## src/rtl/lcd_uart_pkg.sv

```systemverilog
// lcd_uart_pkg: shared state type and baud divisor helper for the LCD UART receiver
package lcd_uart_pkg;
  typedef enum logic [2:0] {IDLE, START, DATA, STOP, BREAK} state_t;
  localparam int OVERSAMPLE = 16;
  function automatic int calc_div(input int clk_hz, input int baud);
    return (clk_hz + (OVERSAMPLE / 2) * baud) / (OVERSAMPLE * baud);
  endfunction
endpackage

```

## src/rtl/lcd_byte_fifo.sv

```systemverilog
// lcd_byte_fifo: DEPTH x 8 synchronous FIFO whose head entry is always visible
module lcd_byte_fifo import lcd_uart_pkg::*; #(
  parameter int DEPTH = 8
) (
  input  logic                     clk,
  input  logic                     rst_n,
  input  logic                     push,
  input  logic [7:0]               din,
  input  logic                     pop,
  output logic [7:0]               dout,
  output logic                     full,
  output logic                     empty,
  output logic [$clog2(DEPTH):0]   count
);
  localparam int AW = $clog2(DEPTH);
  localparam int CW = AW + 1;
  logic [7:0] mem [DEPTH];
  logic [AW-1:0] rptr, wptr;
  logic do_pop, do_push;
  assign empty = count == '0;
  assign full = count == CW'(DEPTH);
  assign do_pop = pop && !empty;
  assign do_push = push && (!full || do_pop);
  assign dout = mem[rptr];
  // pointers wrap naturally because DEPTH is a power of two
  always_ff @(posedge clk)
    if (!rst_n) begin
      rptr <= '0;
      wptr <= '0;
      count <= '0;
    end else begin
      rptr <= rptr + AW'(do_pop);
      wptr <= wptr + AW'(do_push);
      count <= count + CW'(do_push) - CW'(do_pop);
    end
  // storage is cleared on reset so the head reads zero when idle
  always_ff @(posedge clk)
    if (!rst_n) for (int i = 0; i < DEPTH; i++) mem[i] <= '0;
    else if (do_push) mem[wptr] <= din;
endmodule

```

## src/rtl/lcd_uart_rx.sv

```systemverilog
// lcd_uart_rx: 16x oversampled 8N1 receiver feeding a byte FIFO on a valid/ready stream
module lcd_uart_rx import lcd_uart_pkg::*; #(
  parameter int CLK_HZ = 10_000_000,
  parameter int BAUD   = 9600,
  parameter int DEPTH  = 8
) (
  input  logic                   SYSCLK,
  input  logic                   NSYSRESET,
  input  logic                   RXD,
  output logic [7:0]             M_DATA,
  output logic                   M_VALID,
  input  logic                   M_READY,
  output logic                   FRAME_ERR,
  output logic                   OVERRUN,
  output logic [$clog2(DEPTH):0] FIFO_COUNT
);
  localparam int DIV = calc_div(CLK_HZ, BAUD);
  localparam int TW = $clog2(DIV + 1);
  localparam int PW = $clog2(OVERSAMPLE);
  localparam logic [PW-1:0] MID = PW'(OVERSAMPLE / 2 - 1);
  localparam logic [PW-1:0] LAST = PW'(OVERSAMPLE - 1);
  state_t state, state_n;
  logic rx_m, rx_s, tick, push, ferr, full, empty, pop;
  logic [TW-1:0] tcnt;
  logic [PW-1:0] ph, ph_n;
  logic [2:0] bitc, bitc_n;
  logic [7:0] shift, shift_n;
  assign tick = tcnt == TW'(DIV - 1);
  assign M_VALID = !empty;
  assign pop = M_VALID && M_READY;
  // two-flop synchroniser for the asynchronous line, idling high
  always_ff @(posedge SYSCLK)
    if (!NSYSRESET) {rx_m, rx_s} <= 2'b11;
    else {rx_m, rx_s} <= {RXD, rx_m};
  // oversampling tick divider, parked at zero while idle
  always_ff @(posedge SYSCLK)
    if (!NSYSRESET) tcnt <= '0;
    else tcnt <= (state == IDLE || tick) ? '0 : tcnt + 1'b1;
  // state register plus frame datapath and registered flag pulses
  always_ff @(posedge SYSCLK)
    if (!NSYSRESET) begin
      state <= IDLE;
      ph <= '0;
      bitc <= '0;
      shift <= '0;
      FRAME_ERR <= 1'b0;
      OVERRUN <= 1'b0;
    end else begin
      state <= state_n;
      ph <= ph_n;
      bitc <= bitc_n;
      shift <= shift_n;
      FRAME_ERR <= ferr;
      OVERRUN <= push && full && !pop;
    end
  // next state: mid-bit sampling via the 16-tick phase counter
  always_comb begin
    state_n = state;
    ph_n = tick ? ph + 1'b1 : ph;
    bitc_n = bitc;
    shift_n = shift;
    push = 1'b0;
    ferr = 1'b0;
    case (state)
      IDLE: begin
        ph_n = '0;
        if (!rx_s) state_n = START;
      end
      START: if (tick && ph == MID) begin
        ph_n = '0;
        bitc_n = '0;
        state_n = rx_s ? IDLE : DATA;
      end
      DATA: if (tick && ph == LAST) begin
        shift_n = {rx_s, shift[7:1]};
        bitc_n = bitc + 1'b1;
        if (bitc == 3'd7) state_n = STOP;
      end
      STOP: if (tick && ph == LAST) begin
        push = rx_s;
        ferr = !rx_s;
        state_n = rx_s ? IDLE : BREAK;
      end
      BREAK: if (rx_s) state_n = IDLE;
      default: state_n = IDLE;
    endcase
  end
  lcd_byte_fifo #(.DEPTH(DEPTH)) u_fifo (
    .clk(SYSCLK),
    .rst_n(NSYSRESET),
    .push(push),
    .din(shift),
    .pop(pop),
    .dout(M_DATA),
    .full(full),
    .empty(empty),
    .count(FIFO_COUNT)
  );
endmodule
```

## config.mk

```make
export PLATFORM = sky130hd
export DESIGN_NAME = lcd_uart_rx
export DESIGN_NICKNAME = d
export VERILOG_FILES = /design/src/rtl/lcd_uart_pkg.sv /design/src/rtl/lcd_byte_fifo.sv /design/src/rtl/lcd_uart_rx.sv
export SDC_FILE = /design/constraint.sdc
export NUM_CORES = 1
export LEC_CHECK = 0
export CORE_ASPECT_RATIO = 1.75
export CORE_MARGIN = 4
export CORE_UTILIZATION = 33
export DETAILED_ROUTE_END_ITERATION = 10
export PLACE_DENSITY = 0.55
export RECOVER_POWER = 25
export SLEW_MARGIN = 5
export SYNTH_ARGS = -nofsm -noshare
export SYNTH_HDL_FRONTEND = slang
export SYNTH_SLANG_ARGS = --single-unit
```

## constraint.sdc

```tcl
create_clock -name SYSCLK -period 2.75 [get_ports SYSCLK]
set_clock_uncertainty 0.15 [all_clocks]
set_input_delay 0.55 -clock SYSCLK [delete_from_list [all_inputs] [get_ports SYSCLK]]
set_output_delay 0.55 -clock SYSCLK [all_outputs]
set_load 0.05 [all_outputs]
```

# [Word level (Yosys, flattened, before mapping)]
# Memories as Yosys holds them, arrays and structs flattened. A register that Yosys moved wholly into a read port is not among the register bits.
# Index checks and enable logic that the tools add are counted.
[op_classes] bitwise_logic=1 n_addsub=7 reduce_logical=22 n_mux=25 n_eq_ne=15
[ops] cell="$mux W3" count=11
[ops] cell="$pmux W3 S5" count=1
[ops] cell="$ne A2 B2 Y1 const B" count=6
[ops] cell="$eq A4 B4 Y1 const B" count=2
[ops] cell="$mux W4" count=2
[ops] cell="$mux W8" count=1
[ops] cell="$pmux W4 S2" count=1
[ops] cell="$reduce_or A8 Y1" count=1
[ops] cell="$add A7 B1 Y7 const B" count=1
[ops] cell="$eq A7 B7 Y1 const B" count=1
[ops] cell="$logic_and A1 B1 Y1" count=7
[ops] cell="$mux W1" count=7
[ops] cell="$add A3 B1 Y3" count=2
[ops] cell="$eq A3 B2 Y1 const B" count=2
[ops] cell="$eq A3 B3 Y1 const B" count=2
[ops] cell="$pmux W3 S2" count=1
[ops] cell="$reduce_and A3 Y1" count=2
[ops] cell="$reduce_and A6 Y1" count=1
[ops] cell="$add A4 B1 Y4" count=1
[ops] cell="$add A4 B1 Y4 const B" count=1
[ops] cell="$eq A4 B3 Y1 const B" count=1
[ops] cell="$logic_not A1 Y1" count=4
[ops] cell="$logic_not A4 Y1" count=1
[ops] cell="$sub A4 B1 Y4" count=1
[ops] cell="9 further kinds" count=10
[totals] elab_cells=83 mem_bits_rw=64 ff_bits=39 out_inout_bits=15 n_memories=1 input_bits=4
[mem_list] memory="u_fifo.mem" words=8 width=8 rd=1 rd_clocked_by_memory_dff=1 write_ports=8 line="lcd_byte_fifo.sv:17" rtl="logic [7:0] mem [DEPTH];"

# [Depth between registers and ports, before layout]
[logic_depth] depth_word=11 mapped_depth=11 ltp_nobuf=11

# [By module]
# From an unflattened synthesis, not the netlist that was laid out.
[unflattened] cells_unflattened=398 area_unflattened_um2=4983.5
[by_module_without_submodules] module="lcd_byte_fifo" seq_area_each_um2=2122.0 area_per_inst_um2=3588.4 n_inst=1 cells_per_inst=258
[by_module_without_submodules] module="lcd_uart_rx" seq_area_each_um2=580.6 area_per_inst_um2=1395.1 n_inst=1 cells_per_inst=140

# [Worst setup path after synthesis]
# OpenSTA, ideal clock, no wires.
[synth_timing] path_type="register -> register" start="register u_fifo.count[2]" end="register u_fifo.count[2]" t_required_ns=2.485 t_arrival_ns=2.637 n_path_buf=0 slack_ns=-0.152 synth_period_minus_slack_ns=2.902 setup_time_ns=0.115 path_stages_with_launch=12 path_cell_list="dfxtp_1 -> inv_1 -> ha_1 -> nand2_1 -> and2_1 -> ha_1 -> inv_1 -> ha_1 -> inv_1 -> fa_1 -> xnor2_1 -> and2_1"
[synth_between] elab_chain_len=8 elab_cells_between_ends=10 cone_classes="2 x add/sub; 1 x eq/ne; 7 x reduce/logical"
[synth_lines] element="start, declared" line="lcd_byte_fifo.sv:13" rtl="output logic [$clog2(DEPTH):0] count"
[synth_lines] element="start signal, assigned" line="lcd_byte_fifo.sv:34" rtl="count <= count + CW'(do_push) - CW'(do_pop);"
[synth_lines] element="$logic_not A4 Y1 *" line="lcd_byte_fifo.sv:20" rtl="assign empty = count == '0;"
[synth_lines] element="$logic_not A1 Y1 *" line="lcd_uart_rx.sv:29" rtl="assign M_VALID = !empty;"
[synth_lines] element="named net M_VALID" line="lcd_uart_rx.sv:11" rtl="output logic M_VALID,"
[synth_lines] element="$logic_and A1 B1 Y1" line="lcd_uart_rx.sv:30" rtl="assign pop = M_VALID && M_READY;"
[synth_lines] element="$logic_and A1 B1 Y1 *" line="lcd_byte_fifo.sv:22" rtl="assign do_pop = pop && !empty;"
[synth_lines] element="$logic_or A1 B1 Y1" line="lcd_byte_fifo.sv:23" rtl="assign do_push = push && (!full || do_pop);"
[synth_lines] element="$logic_and A1 B1 Y1" line="lcd_byte_fifo.sv:23"
[synth_lines] element="$add A4 B1 Y4" line="lcd_byte_fifo.sv:34"
[synth_lines] element="$sub A4 B1 Y4 *" line="lcd_byte_fifo.sv:34"
# Mark *: on every way through the listed nets, which the timed path passes. The rest lies on a longest branch.
# A chain may end at the register's enable or synchronous reset.

==> run_results.csv <==
group,metric,value,unit
synthesis,ys_seq_area_frac,0.548,
synthesis,yosys.cell_types.count,44,
synthesis,synth_edf_count,64,
route,wl,11300,um
synthesis,synth-main-ff-cell,"edfxtp_1",
worst_setup_path,path_cells,"buf_12, mux4_2, mux2_2, buf_4",
final_layout,multiInputGateArea,2030,um2
final_layout,diodes,0,
power,power_frac_seq,0.419,
timing,drv_slew,0,
synthesis,synthCells,420,
cts,cts-buffers-inserted,9,
worst_setup_path,slowest_stage,"mux4_2",
power,switching_power,1.30,mW
route,ant_nets,0,
final_layout,area_delta_synth_final,16.6,%
worst_setup_path,start_kind,"register",
cts,cts_root_buf,"clkbuf_16",
timing,clock.fmax,380,MHz
final_layout,layout.nets,468,
global_route,grt_overflow,0,
cts,hold_buffers,0,
worst_setup_path,slowest_delay,0.53,ns
place,port_buffers,18,
worst_setup_path,path_class,"reg2out",
place,hpwl,7900,um
worst_setup_path,critPathMaxFanout,8,
synthesis,syn-num-nets,440,
run_status,status,"complete, no violations",
hold_path,worstHoldPathType,"reg2reg",
power,cell_internal_pwr,2.98,mW
power,power_density,746,nW/um2
cts,h-tree-depth,3,
synthesis,syn_area,4930,um2
timing,fin_crit_sh,0.956,
worst_setup_path,crit_buf_inv,2,
place,dp_cells,616,
place,place.gp.congestion,0.781,
cts,clockBufferDepth,2,
route,vias,3280,
cts,path_clk_slew,0.07,ns
synthesis,async_reset_ff_frac,0,
route,drc,0,
timing,maxSlewHeadroom,0.492,
die,die_h,170,um
final_layout,nFillCells,1435,
worst_setup_path,critPathRequiredTime,2.05,ns
final_layout,drive_gt1_frac,0.190,
job,max_cap_viol_count,0,
power,clkPwrFrac,0.302,
die,chipWidth,100,um
final_layout,final_util,0.396,
power,pwr-share-comb,0.280,
synthesis,yosysMostFrequentCell,"edfxtp_1",
synthesis,avgSynthCellArea,11.7,um2
timing,rsz0062_at_grt,"no",
final_layout,register_area,2710,um2
cts,cts_tree,"yes",
worst_setup_path,cpLargestDelayFamily,"multiplexers",
die,num_rows,58,
route,wire_per_inst,17.9,um
power,power_leakage,1.84,nW
die,io_pins,19,
timing,tightest_slew,0.760,ns
power,total_power,4.28,mW
final_layout,fin_cells,633,
global_route,grt_max_degree,40,
synthesis,synth-seq-cells,103,
global_route,grt_pass1_wl,18300,um
global_route,antenna_found_initial,0,
synthesis,synth.top_cell.area_share,0.390,
power,switching_share,0.304,
route,drt-initial-drc-count,122,
global_route,grt_pass1_vias,3479,
timing,post-route-min-period,2.63,ns
synthesis,netlist_top_cells_area,"edfxtp_1, dfxtp_1, mux4_2, nor4_1, ha_1",
synthesis,ys_warn_count,0,
worst_setup_path,crit_path_end_kind,"output port",
timing,setup_viol,0,
global_route,grt_use_total,0.141,
timing,finalSetupTns,0,ns
timing,hold_viol,0,
cts,clk_latency,0.34,ns
die,core_area,14500,um2
synthesis,ys_top_cells_by_count,"edfxtp_1, dfxtp_1, nor4_1",
worst_setup_path,worstPathArrival,1.93,ns
die,die_area,17000,um2
route,firstDrtPassIters,4,
cts,cts_sinks,103,
synthesis,synth_top_area_cell,"edfxtp_1",
route,viasPerCell,5.18,
die,initial_utilization,0.340,
power,ir_drop,0.321,mV
-- area by class of cell --
| cell class | count | area share |
|---|---|---|
| tap | 180 | 0.0392 |
| inverter | 11 | 0.00719 |
| multi-input combinational | 271 | 0.353 |
| timing repair buffer | 52 | 0.0762 |
| sequential | 103 | 0.472 |
| clock buffer | 9 | 0.0392 |
| clock inverter | 7 | 0.0133 |
-- layout by cell type (no fill, tap or decap), drive strengths merged, types with 5 or more instances in the layout --
master and count:
o21ai 10, edfxtp 64, nor4 39, a21oi 5, dlygate4sd3 5, clkbuf 16
xor2 5, nor3 31, mux2 8, inv 14, mux2i 10, nand2b 12
nor2b 13, nor2 22, mux4 16, xnor2 8, and2 11, nand2 28
nand3 11, clkdlybuf4s50 5, dfxtp 39, ha 15, buf 35
-- routing by layer --
layer,vias up,global-route usage,routed length (um)
li1,1614,-,-
met1,1604,0.147,4170
met2,52,0.275,6640
met3,10,0.0251,346
met4,0,0.0522,160
met5,-,0,0
-- power by group through the flow --
stage                     combinational, mW  clock (mW)  sequential [mW]
after floorplan                       0.773           0             1.88
after global placement                 1.19           0             1.82
after detailed placement               1.20           0             1.82
after CTS                              1.20        1.32             1.79
after global routing                   1.30        1.39             1.81
final                                  1.20        1.29             1.79
-- sequential cells by signal (all words and copies together), names as in the netlist, 3 cells and up --
name          cells
bitc              3
u_fifo.rptr       3
ph                4
tcnt              7
shift             8
u_fifo.count      4
state             3
u_fifo.wptr       3
u_fifo.mem       64
-- kinds of logic after synthesis --
kind of cell,synth area share
and+or+nand+nor,0.205
DFF,0.548
buffers and inverters,0.0371
muxes,0.112
AOI/OAI and AO/OA,0.0325
adders and majority gates,0.0421
xor gates and xnor gates,0.0231
-- path summary, 6_finish.rpt --
kind | start | to | slack (ns) | depth (start not counted)
max | u_fifo.rptr[0] | M_DATA[1] | 0.12 | 4
min | rx_m | rx_s | 0.26 | 1
max reg2reg | tcnt[3] | u_fifo.count[2] | 0.16 | 8
min reg2reg | rx_m | rx_s | 0.26 | 1
-- per-stage QoR --
step / hold slack (ns) / setup WS, ns / area (um2)
floorplan: 0.236 / 0.0312 / 4930
global placement: 0.252 / 0.170 / 5450
detailed placement: 0.247 / 0.123 / 5450
CTS: 0.269 / 0.0413 / 5750
global route: 0.296 / 0.0191 / 5740
finish: 0.265 / 0.121 / 5740
-- what timing repair did --
item	in CTS	in global routing
cloned	0	1
setup buffers	0	0
setup endpoints to repair	5	2
resized for setup	1	1
-- worst reg2reg max path: stages (launching register included) --
cell and delay (ns):
dfxtp_1 0.34, or4_4 0.54, or3_1 0.40, nor2_1 0.17, ha_1 0.19, inv_1 0.06, fa_1 0.38, xnor2_1 0.13
and2_1 0.14
Power figures use the tool's default switching activity.
